==> config.mk <==
export PLATFORM = sky130hd
export DESIGN_NAME = multicycle_controller
export DESIGN_NICKNAME = d
export VERILOG_FILES = /design/src/rtl/mips_pkg.sv /design/src/rtl/alu_decoder.sv /design/src/rtl/multicycle_controller.sv
export SDC_FILE = /design/constraint.sdc
export NUM_CORES = 1
export LEC_CHECK = 0
export CAP_MARGIN = 20
export CORE_UTILIZATION = 33
export DETAILED_ROUTE_END_ITERATION = 8
export HOLD_SLACK_MARGIN = 0.1
export PLACE_DENSITY_LB_ADDON = 0.3
export RECOVER_POWER = 100
export SLEW_MARGIN = 20
export SYNTH_ARGS = -nofsm -noshare
export SYNTH_HDL_FRONTEND = slang
export SYNTH_SLANG_ARGS = --single-unit
==> constraint.sdc <==
create_clock -name clk -period 2.4 [get_ports clk]
set_input_delay 0.72 -clock clk [delete_from_list [all_inputs] [get_ports clk]]
set_output_delay 0.72 -clock clk [all_outputs]
set_load 0.01 [all_outputs]
==> src/rtl/mips_pkg.sv <==
// Shared encodings for the multicycle MIPS control path: opcodes, funct
// fields, ALU control codes, ALUOp codes and FSM state numbers.
package mips_pkg;

    // Opcodes (instr[31:26])
    localparam logic [5:0] OP_RTYPE = 6'b000000;
    localparam logic [5:0] OP_LW    = 6'b100011;
    localparam logic [5:0] OP_SW    = 6'b101011;
    localparam logic [5:0] OP_BEQ   = 6'b000100;
    localparam logic [5:0] OP_ADDI  = 6'b001000;
    localparam logic [5:0] OP_J     = 6'b000010;

    // R-type funct fields (instr[5:0])
    localparam logic [5:0] FUNCT_ADD = 6'b100000;
    localparam logic [5:0] FUNCT_SUB = 6'b100010;
    localparam logic [5:0] FUNCT_AND = 6'b100100;
    localparam logic [5:0] FUNCT_OR  = 6'b100101;
    localparam logic [5:0] FUNCT_SLT = 6'b101010;

    // ALU control codes driven to the datapath ALU
    localparam logic [2:0] ALU_ADD = 3'b010;
    localparam logic [2:0] ALU_SUB = 3'b110;
    localparam logic [2:0] ALU_AND = 3'b000;
    localparam logic [2:0] ALU_OR  = 3'b001;
    localparam logic [2:0] ALU_SLT = 3'b111;

    // ALUOp: what the FSM asks the ALU decoder for
    localparam logic [1:0] ALUOP_ADD    = 2'b00;
    localparam logic [1:0] ALUOP_SUB    = 2'b01;
    localparam logic [1:0] ALUOP_FUNCT  = 2'b10;
    localparam logic [1:0] ALUOP_UNUSED = 2'b11;

    // FSM state numbers
    localparam logic [3:0] S_FETCH    = 4'd0;
    localparam logic [3:0] S_DECODE   = 4'd1;
    localparam logic [3:0] S_MEMADR   = 4'd2;
    localparam logic [3:0] S_MEMREAD  = 4'd3;
    localparam logic [3:0] S_MEMWB    = 4'd4;
    localparam logic [3:0] S_MEMWRITE = 4'd5;
    localparam logic [3:0] S_EXECUTE  = 4'd6;
    localparam logic [3:0] S_ALUWB    = 4'd7;
    localparam logic [3:0] S_BRANCH   = 4'd8;
    localparam logic [3:0] S_ADDIEXEC = 4'd9;
    localparam logic [3:0] S_ADDIWB   = 4'd10;
    localparam logic [3:0] S_JUMP     = 4'd11;

endpackage

==> src/rtl/alu_decoder.sv <==
// Combinational ALU decoder: turns the FSM's ALUOp plus the R-type funct
// field into the 3-bit ALU control code.
module alu_decoder
    import mips_pkg::*;
(
    input  logic [1:0] alu_op,
    input  logic [5:0] funct,
    output logic [2:0] alu_control
);

    // Map ALUOp/funct to an ALU operation; anything unrecognised adds
    always_comb begin
        // NOTE: default first so every path assigns alu_control and no latch is inferred
        alu_control = ALU_ADD;
        case (alu_op)
            ALUOP_ADD:    alu_control = ALU_ADD;
            ALUOP_SUB:    alu_control = ALU_SUB;
            ALUOP_FUNCT: begin
                case (funct)
                    FUNCT_ADD: alu_control = ALU_ADD;
                    FUNCT_SUB: alu_control = ALU_SUB;
                    FUNCT_AND: alu_control = ALU_AND;
                    FUNCT_OR:  alu_control = ALU_OR;
                    FUNCT_SLT: alu_control = ALU_SLT;
                    default:   alu_control = ALU_ADD;
                endcase
            end
            default:      alu_control = ALU_ADD;
        endcase
    end

endmodule

==> src/rtl/multicycle_controller.sv <==
// Main control unit of the multicycle MIPS core: a Moore FSM that walks
// each instruction through its states and drives every datapath strobe
// and mux select. ALU operation decode lives in alu_decoder.
module multicycle_controller
    import mips_pkg::*;
#(
    parameter int STATE_W = 4
) (
    input  logic       clk,
    input  logic       reset,
    input  logic [5:0] op,
    input  logic [5:0] funct,
    input  logic       zero,
    output logic       iord,
    output logic       mem_write,
    output logic       ir_write,
    output logic       reg_dst,
    output logic       mem_to_reg,
    output logic       reg_write,
    output logic       alu_src_a,
    output logic [1:0] alu_src_b,
    output logic [2:0] alu_control,
    output logic [1:0] pc_src,
    output logic       pc_en,
    output logic       instr_done
);

    typedef enum logic [STATE_W-1:0] {
        FETCH    = STATE_W'(S_FETCH),
        DECODE   = STATE_W'(S_DECODE),
        MEMADR   = STATE_W'(S_MEMADR),
        MEMREAD  = STATE_W'(S_MEMREAD),
        MEMWB    = STATE_W'(S_MEMWB),
        MEMWRITE = STATE_W'(S_MEMWRITE),
        EXECUTE  = STATE_W'(S_EXECUTE),
        ALUWB    = STATE_W'(S_ALUWB),
        BRANCH   = STATE_W'(S_BRANCH),
        ADDIEXEC = STATE_W'(S_ADDIEXEC),
        ADDIWB   = STATE_W'(S_ADDIWB),
        JUMP     = STATE_W'(S_JUMP)
    } state_t;

    state_t     state;
    state_t     state_next;
    logic [1:0] alu_op;
    logic       pc_write;
    logic       branch;
    logic       ir_write_raw;
    logic       reg_write_raw;
    logic       mem_write_raw;
    logic       done_raw;

    // Next-state selection; only DECODE and MEMADR look at the opcode
    always_comb begin
        state_next = FETCH;
        case (state)
            FETCH:    state_next = DECODE;
            DECODE: begin
                case (op)
                    OP_LW, OP_SW: state_next = MEMADR;
                    OP_RTYPE:     state_next = EXECUTE;
                    OP_BEQ:       state_next = BRANCH;
                    OP_ADDI:      state_next = ADDIEXEC;
                    OP_J:         state_next = JUMP;
                    default:      state_next = FETCH;
                endcase
            end
            MEMADR:   state_next = (op == OP_LW) ? MEMREAD : MEMWRITE;
            MEMREAD:  state_next = MEMWB;
            EXECUTE:  state_next = ALUWB;
            ADDIEXEC: state_next = ADDIWB;
            default:  state_next = FETCH;
        endcase
    end

    // State register; reset drops straight back to FETCH, even mid-instruction
    always_ff @(posedge clk or posedge reset) begin
        if (reset) begin
            // NOTE: non-blocking assignment keeps every flop sampling pre-edge values
            state <= FETCH;
        end else begin
            state <= state_next;
        end
    end

    // Moore output decode from state; reset masks the side-effecting strobes
    always_comb begin
        iord          = 1'b0;
        mem_write_raw = 1'b0;
        ir_write_raw  = 1'b0;
        reg_dst       = 1'b0;
        mem_to_reg    = 1'b0;
        reg_write_raw = 1'b0;
        alu_src_a     = 1'b0;
        alu_src_b     = 2'b00;
        alu_op        = ALUOP_ADD;
        pc_src        = 2'b00;
        pc_write      = 1'b0;
        branch        = 1'b0;
        done_raw      = 1'b0;
        case (state)
            FETCH: begin
                ir_write_raw = 1'b1;
                alu_src_b    = 2'b01;
                pc_write     = 1'b1;
            end
            DECODE: begin
                alu_src_b = 2'b11;
                done_raw  = !(op inside {OP_LW, OP_SW, OP_RTYPE, OP_BEQ, OP_ADDI, OP_J});
            end
            MEMADR, ADDIEXEC: begin
                alu_src_a = 1'b1;
                alu_src_b = 2'b10;
            end
            MEMREAD: iord = 1'b1;
            MEMWB: begin
                reg_write_raw = 1'b1;
                mem_to_reg    = 1'b1;
                done_raw      = 1'b1;
            end
            MEMWRITE: begin
                iord          = 1'b1;
                mem_write_raw = 1'b1;
                done_raw      = 1'b1;
            end
            EXECUTE: begin
                alu_src_a = 1'b1;
                alu_op    = ALUOP_FUNCT;
            end
            ALUWB: begin
                reg_write_raw = 1'b1;
                reg_dst       = 1'b1;
                done_raw      = 1'b1;
            end
            BRANCH: begin
                alu_src_a = 1'b1;
                alu_op    = ALUOP_SUB;
                branch    = 1'b1;
                pc_src    = 2'b01;
                done_raw  = 1'b1;
            end
            ADDIWB: begin
                reg_write_raw = 1'b1;
                done_raw      = 1'b1;
            end
            JUMP: begin
                pc_write = 1'b1;
                pc_src   = 2'b10;
                done_raw = 1'b1;
            end
            default: ;
        endcase
    end

    // Strobes are held off while reset is high; selects already show FETCH
    assign ir_write   = ir_write_raw  & ~reset;
    assign reg_write  = reg_write_raw & ~reset;
    assign mem_write  = mem_write_raw & ~reset;
    assign instr_done = done_raw      & ~reset;
    assign pc_en      = (pc_write | (branch & zero)) & ~reset;

    alu_decoder u_alu_decoder (
        .alu_op      (alu_op),
        .funct       (funct),
        .alu_control (alu_control)
    );

endmodule

==> load_flow_metrics.sql, run 1 <==
INSERT INTO impl_metrics (metric_group, metric, value, unit) VALUES
('run_status', 'status', 'complete, but fails checks', ''),
('run_status', 'violations', 'setup timing', ''),
('place', 'dp_slack', '-0.933', 'ns'),
('detailed_routing', 'vias', '799', ''),
('detailed_routing', 'remaining_drc_errors', '0', ''),
('critical_path', 'cpMaxStageDelayCell', 'or4_4', ''),
('sta', 'slew-limit-headroom', '78.3', '%'),
('critical_path', 'delay_heaviest_family_cp', 'simple AND/OR/NAND/NOR gates', ''),
('clock_network', 'clockBufferDepth', '2', ''),
('sta', 'period_share', '111', '%'),
('global_routing', 'gr-total-overflow', '0', ''),
('detailed_routing', 'drt-vias-per-instance', '5.29', ''),
('critical_path', 'start_kind', 'input port', ''),
('sta', 'report.final.hold_viol_count', '0', ''),
('clock_network', 'numCtsBuffers', '3', ''),
('sta', 'actual_transition_at_the_worst_max_transition_pin', '0.326', 'ns'),
('clock_network', 'cts-htree-levels', '1', ''),
('critical_path', 'cell_by_cell_trace_of_the_critical_path', 'buf_6, or4_4, nor3_4, nor3_2, a22o_1, buf_2', ''),
('detailed_routing', 'drt_iter0_markers', '14', ''),
('final_layout', 'syn2layout_area_growth', '105', '%'),
('sta', 'report.final.setup_viol', '4', ''),
('power', 'worst_voltage_drop_across_the_vdd_grid', '0.292', 'mV'),
('logic_synthesis', 'yosys_warnings', '0', ''),
('flow_run', 'reported_max_cap_violation_count', '0', ''),
('final_layout', 'layout-drive-gt1-share', '43.7', '%'),
('global_routing', 'wire_length_of_the_first_global_routing_pass', '3360', 'um'),
('sta', 'finalWorstSetupSlack', '-0.257', 'ns'),
('detailed_routing', 'detail-route-antenna-nets', '0', ''),
('critical_path', 'critPathMaxStageDelay', '0.54', 'ns'),
('clock_network', 'clock_insertion_delay_worst_skew', '0.23', 'ns'),
('critical_path', 'cp.arrival', '1.94', 'ns'),
('critical_path', 'cp_num_buf_inv', '2', ''),
('place', 'finalWeightedCongestion', '0.875', ''),
('floorplanning', 'row_count', '14', ''),
('logic_synthesis', 'synth_area_per_cell', '7.24', 'sq um'),
('place', 'dp_hpwl', '1600', 'um'),
('logic_synthesis', 'ys_seq_area_share', '18.2', '%'),
('critical_path', 'critical_path_required', '1.68', 'ns'),
('logic_synthesis', 'synthCells', '76', ''),
('final_layout', 'ff_latch_area', '100', 'sq um'),
('power', 'power_leakage', '0.000523', 'uW'),
('floorplanning', 'die_height', '42.8', 'um'),
('logic_synthesis', 'syn_nets', '93', ''),
('detailed_routing', 'postRouteWirelength', '2050', 'um'),
('sta', 'timing.final.max_slew_violations', '0', ''),
('floorplanning', 'die_area', '0.00184', 'sq mm'),
('final_layout', 'largest_register_ff_count', '4', ''),
('power', 'power-per-cell-area', '510', 'mW/mm^2'),
('final_layout', 'multi_input_comb_area', '507', 'sq um'),
('clock_network', 'tritoncts', 'built', ''),
('final_layout', 'antenna-diode-count', '0', ''),
('clock_network', 'clock_pin_slew_of_the_registers_on_the_worst_case_setup_and_hold_paths', '0.03', 'ns'),
('floorplanning', 'die_w', '42.8', 'um'),
('clock_network', 'cts.root.buffer_cell', 'clkbuf_4', ''),
('critical_path', 'critPathMaxFanout', '2', ''),
('min_path', 'hold_class', 'reg -> reg', ''),
('floorplanning', 'core-area', '0.00152', 'sq mm'),
('final_layout', 'mostFrequentLayoutCells', '25 x buf_4, 10 x dlygate4sd2_1, 8 x nor2_1, 8 x buf_2, 6 x inv_1', ''),
('logic_synthesis', 'number_of_synthesized_register_bits', '4', ''),
('sta', 'final.min_clock_period', '2.66', 'ns'),
('logic_synthesis', 'synth_top_flop_cell', 'dfrtp_1', ''),
('clock_network', 'post_cts_hold_buffer_count', '0', ''),
('critical_path', 'reg2reg_setup_slack', '0.83', 'ns'),
('global_routing', 'antenna_found_initial', '0', ''),
('logic_synthesis', 'yosysUniqueCellTypes', '34', ''),
('sta', 'setup_repair_after_global_routing_missed_its_margin', 'true', ''),
('final_layout', 'final_common_cell', 'buf_4', ''),
('sta', 'final.hold.worst_slack', '0.621', 'ns'),
('clock_network', 'clock_sink_count', '4', ''),
('floorplanning', 'ioPinCount', '31', ''),
('global_routing', 'first_global_vias', '810', '');
==> area by class of cell <==
class                      instances  share of cell area (%)
multi-input combinational         61                    45.0
timing repair buffer              60                    40.1
sequential                         4                    8.88
inverter                           7                    2.33
clock buffer                       3                    2.00
tap                               16                    1.78
==> Yosys cell counts (all sizes together), types with 2 or more instances <==
cell | number | area, sq um
nand2b | 3 | 18.8
o21ai | 3 | 15.0
inv | 7 | 26.3
ha | 2 | 25.0
buf | 4 | 20.0
xor2 | 2 | 17.5
nor3 | 9 | 50.1
dfrtp | 4 | 100
nand2 | 4 | 15.0
or3 | 2 | 12.5
o22ai | 2 | 12.5
a21oi | 5 | 25.0
nor2 | 9 | 33.8
==> layer usage <==
layer	share of wire, %	track usage [%]	up-vias	wire length (um)
met5	0	0	-	0
met4	0	7.50	0	0
met3	4.6	1.28	0	94
met2	59	48.5	31	1220
met1	36	24.9	372	735
li1	-	-	396	-
==> through the flow <==
step	cell area [sq um]	util, %	setup TNS [ns]	instances	total power (uW)
after floorplan	583	-	-0.00698	76	292
after global placement	1080	70.8	-4.52	144	512
after detailed placement	1080	70.8	-4.80	144	522
after CTS	1130	74.0	-0.703	149	577
after global routing	1130	74.0	-1.12	151	618
final	1130	74.0	-0.662	151	575
==> worst reg2reg max path: stages (launching register included) <==
cell	delay (ns)
dfrtp_1	0.36
buf_4	0.14
buf_4	0.15
or2_0	0.30
buf_4	0.18
o311ai_0	0.31
==> where the power goes <==
group	total [uW]	leakage, uW	internal [uW]	switching, uW
clock	79.9	0.0000138	55.7	24.2
combinational	401	0.000456	197	205
sequential	94.0	0.0000531	83.1	10.9
total	575	0.000523	335	240
==> final timing paths <==
path                                from    endpoint  depth (start not counted)
worst max register to register  state[3]    state[1]                          5
worst min register to register  state[0]    state[0]                          2
max in group asynchronous          reset    state[2]                          4
worst max-delay path               op[4]  instr_done                          6
min in group asynchronous          reset    state[1]                          4
worst min-delay path            state[0]    state[0]                          2
==> repair_timing <==
action,in CTS,in global routing
setup endpoints to repair,13,11
pin swaps,7,3
resized for setup,67,13
cloned,0,0
setup buffers,2,3
==> kinds of logic after synthesis <==
family,share of synthesized area (%)
AND/OR/NAND/NOR,34.3
XOR/XNOR,4.77
buffers and inverters,8.41
multiplexers,1.82
AO/OA/AOI/OAI,28.0
flip-flops,18.2
adder cells (fa/ha/maj),4.54
Power figures use the tool's default switching activity.
==> run 2: changes to the inputs <==
--- a/config.mk
+++ b/config.mk
@@ -11,6 +11,7 @@
 export HOLD_SLACK_MARGIN = 0.1
 export PLACE_DENSITY_LB_ADDON = 0.3
 export RECOVER_POWER = 100
+export SETUP_SLACK_MARGIN = 0.3
 export SLEW_MARGIN = 20
 export SYNTH_ARGS = -nofsm -noshare
 export SYNTH_HDL_FRONTEND = slang
==> run 2 against run 1 <==
  * The run still ends with setup timing left
  * Sequential share of layout area is 1.3 points lower
  * Utilization is 13 points higher
  * Total power is 33% higher
  * Highest routed layer is now met4
==> load_flow_metrics.sql, run 2 (synthesis results as in run 1) <==
INSERT INTO impl_metrics (metric_group, metric, value, unit) VALUES
('detailed_routing', 'drt_iter0_markers', '30', ''),
('place', 'finalWeightedCongestion', '0.860', ''),
('clock_network', 'numCtsBuffers', '3', ''),
('run_status', 'violations', 'setup timing', ''),
('sta', 'finalWorstSetupSlack', '-0.333', 'ns'),
('power', 'share_comb_of_total_power', '76.3', '%'),
('final_layout', 'mostFrequentLayoutCells', '20 x buf_6, 17 x buf_4, 16 x buf_2', ''),
('global_routing', 'antenna_found_initial', '0', ''),
('final_layout', 'final_instance_area', '0.00132', 'sq mm'),
('sta', 'final.min_clock_period', '2.73', 'ns'),
('place', 'place_inst', '141', ''),
('floorplanning', 'initial_core_utilization', '36.1', '%'),
('critical_path', 'critPathCaptureType', 'output pin', ''),
('sta', 'slew-limit-headroom', '81.4', '%'),
('power', 'swShare', '43.3', '%'),
('critical_path', 'cell_by_cell_trace_of_the_critical_path', 'buf_6, nand2b_4, nor3_4, inv_2, ha_4, nand3b_1, o22ai_2, buf_2', ''),
('sta', 'timing.final.max_slew_violations', '0', ''),
('final_layout', 'reg_top3', 'state (4)', ''),
('final_layout', 'fin_cells', '158', ''),
('clock_network', 'clockBufferDepth', '2', ''),
('final_layout', 'syn2layout_area_growth', '140', '%'),
('clock_network', 'cts.root.buffer_cell', 'clkbuf_4', ''),
('final_layout', 'layout-drive-gt1-share', '66.9', '%'),
('global_routing', 'gr-total-overflow', '0', ''),
('run_status', 'status', 'complete, but fails checks', ''),
('power', 'seqPwrFrac', '12.3', '%'),
('global_routing', 'first_global_vias', '843', ''),
('sta', 'actual_transition_at_the_worst_max_transition_pin', '0.276', 'ns'),
('power', 'power_leakage', '0.000620', 'uW'),
('detailed_routing', 'drt-vias-per-instance', '5.85', ''),
('power', 'switchingPower', '331', 'uW'),
('critical_path', 'critical_path_required', '1.68', 'ns'),
('place', 'dp_hpwl', '1580', 'um'),
('min_path', 'hold_class', 'in -> async', ''),
('power', 'power-per-cell-area', '579', 'mW/mm^2'),
('floorplanning', 'core-area', '0.00152', 'sq mm'),
('global_routing', 'wire_length_of_the_first_global_routing_pass', '3960', 'um'),
('floorplanning', 'die_area', '0.00184', 'sq mm'),
('floorplanning', 'die_w', '42.8', 'um'),
('detailed_routing', 'routedWlPerCell', '18.9', 'um'),
('clock_network', 'tritoncts', 'built', ''),
('final_layout', 'top_register_by_number_of_flip_flops', 'state', ''),
('final_layout', 'final_common_cell', 'buf_6', ''),
('critical_path', 'cpMaxStageDelayCell', 'dfrtp_1', ''),
('critical_path', 'critPathMaxStageDelay', '0.41', 'ns'),
('floorplanning', 'row_count', '14', ''),
('critical_path', 'cp_num_buf_inv', '3', ''),
('final_layout', 'final_core_utilization', '86.9', '%'),
('floorplanning', 'ioPinCount', '31', ''),
('place', 'port-buffer-count', '30', ''),
('sta', 'report.final.setup_viol', '6', ''),
('global_routing', 'grt_max_degree', '11', ''),
('critical_path', 'cp.arrival', '2.01', 'ns'),
('critical_path', 'start_kind', 'register', ''),
('power', 'worst_voltage_drop_across_the_vdd_grid', '0.499', 'mV'),
('sta', 'report.final.hold_viol_count', '0', ''),
('place', 'placedInstanceArea', '0.00108', 'sq mm'),
('final_layout', 'antenna-diode-count', '0', ''),
('sta', 'final.hold.worst_slack', '0.561', 'ns'),
('sta', 'maxClockFrequency', '366', 'MHz'),
('power', 'clock_power_share', '11.4', '%'),
('final_layout', 'largest_register_ff_count', '4', ''),
('flow_run', 'reported_max_cap_violation_count', '0', ''),
('clock_network', 'clock_insertion_delay_worst_skew', '0.24', 'ns'),
('detailed_routing', 'detail-route-antenna-nets', '0', ''),
('sta', 'setup_repair_after_global_routing_missed_its_margin', 'true', ''),
('detailed_routing', 'vias', '924', ''),
('final_layout', 'fillers', '83', ''),
('clock_network', 'clock_pin_slew_of_the_registers_on_the_worst_case_setup_and_hold_paths', '0.04', 'ns'),
('place', 'dp_slack', '-0.975', 'ns'),
('detailed_routing', 'drt_first_pass_iters', '4', ''),
('clock_network', 'cts-htree-levels', '1', ''),
('power', 'p_int', '434', 'uW'),
('detailed_routing', 'postRouteWirelength', '2990', 'um'),
('critical_path', 'delay_heaviest_family_cp', 'simple AND/OR/NAND/NOR gates', ''),
('critical_path', 'worst-setup-path-type', 'reg -> out', ''),
('sta', 'period_share', '114', '%'),
('clock_network', 'clock_sink_count', '4', ''),
('global_routing', 'grt.total_usage', '29.2', '%'),
('critical_path', 'critPathMaxFanout', '3', ''),
('detailed_routing', 'remaining_drc_errors', '0', ''),
('final_layout', 'design.final.nets', '161', ''),
('sta', 'fin_worst_skew', '0.00712', 'ns'),
('floorplanning', 'die_height', '42.8', 'um');
-- run 2: changes by cell type in the layout (fill, tap and decap cells not counted), sizes merged --
cell / delta
clkbuf: -4
buf: +20
dlygate4sd2: -5
clkdlybuf4s25: -2
clkdlybuf4s15: -2
-- run 2: timing repair --
| action | in CTS | in global routing |
|---|---|---|
| endpoints found under the setup margin | 16 | 16 |
| hold buffers | 0 | 0 |
| setup buffers | 5 | 9 |
| resized for setup | 117 | 27 |
| cloned | 0 | 0 |
| pin swaps | 13 | 16 |
-- run 2: path summary, 6_finish.rpt --
check | from | end | slack (ns) | cells after the start
hold reg to reg | state[3] | state[0] | 0.62 | 2
max in group asynchronous | reset | state[0] | 1.63 | 3
setup reg to reg | state[2] | state[1] | 0.87 | 6
min in group clk | state[3] | state[0] | 0.62 | 2
hold / removal | reset | state[1] | 0.56 | 3
setup / recovery | state[2] | alu_control[2] | -0.33 | 8
-- run 2: final cells by class --
cell class                 count  area (sq um)  area share (%)
clock buffer                   3          22.5            1.70
inverter                       7          26.3            1.98
multi-input combinational     61           584            44.1
sequential                     4           100            7.56
tap                           16          20.0            1.51
timing repair buffer          67           571            43.1
-- run 2: tightest hold or removal path: cells and delay by family --
family	cells	cell delay, ns
buf+inv	3	0.46
-- run 2: power by group through the flow --
stage	sequential [uW]	clock, uW	combinational [uW]
floorplan	92.0	0	217
global placement	92.8	0	413
detailed placement	92.8	0	429
CTS	92.3	89.6	478
global route	95.5	92.5	608
finish	94.2	87.5	584
-- run 2: per-stage QoR --
stage          total power, uW  setup TNS (ns)
2_1_floorplan              309        -0.00698
3_3_place_gp               506           -4.64
3_5_place_dp               521           -4.82
4_1_cts                    660          -0.884
5_1_grt                    796           -1.64
6_report                   766           -1.38
-- run 2: layer usage --
| metal | GRT usage (%) | wire, um | vias up |
|---|---|---|---|
| met5 | 0 | 0 | - |
| met4 | 16.3 | 93 | 0 |
| met3 | 4.26 | 158 | 10 |
| met2 | 53.0 | 1570 | 58 |
| met1 | 31.6 | 1170 | 445 |
| li1 | - | - | 411 |
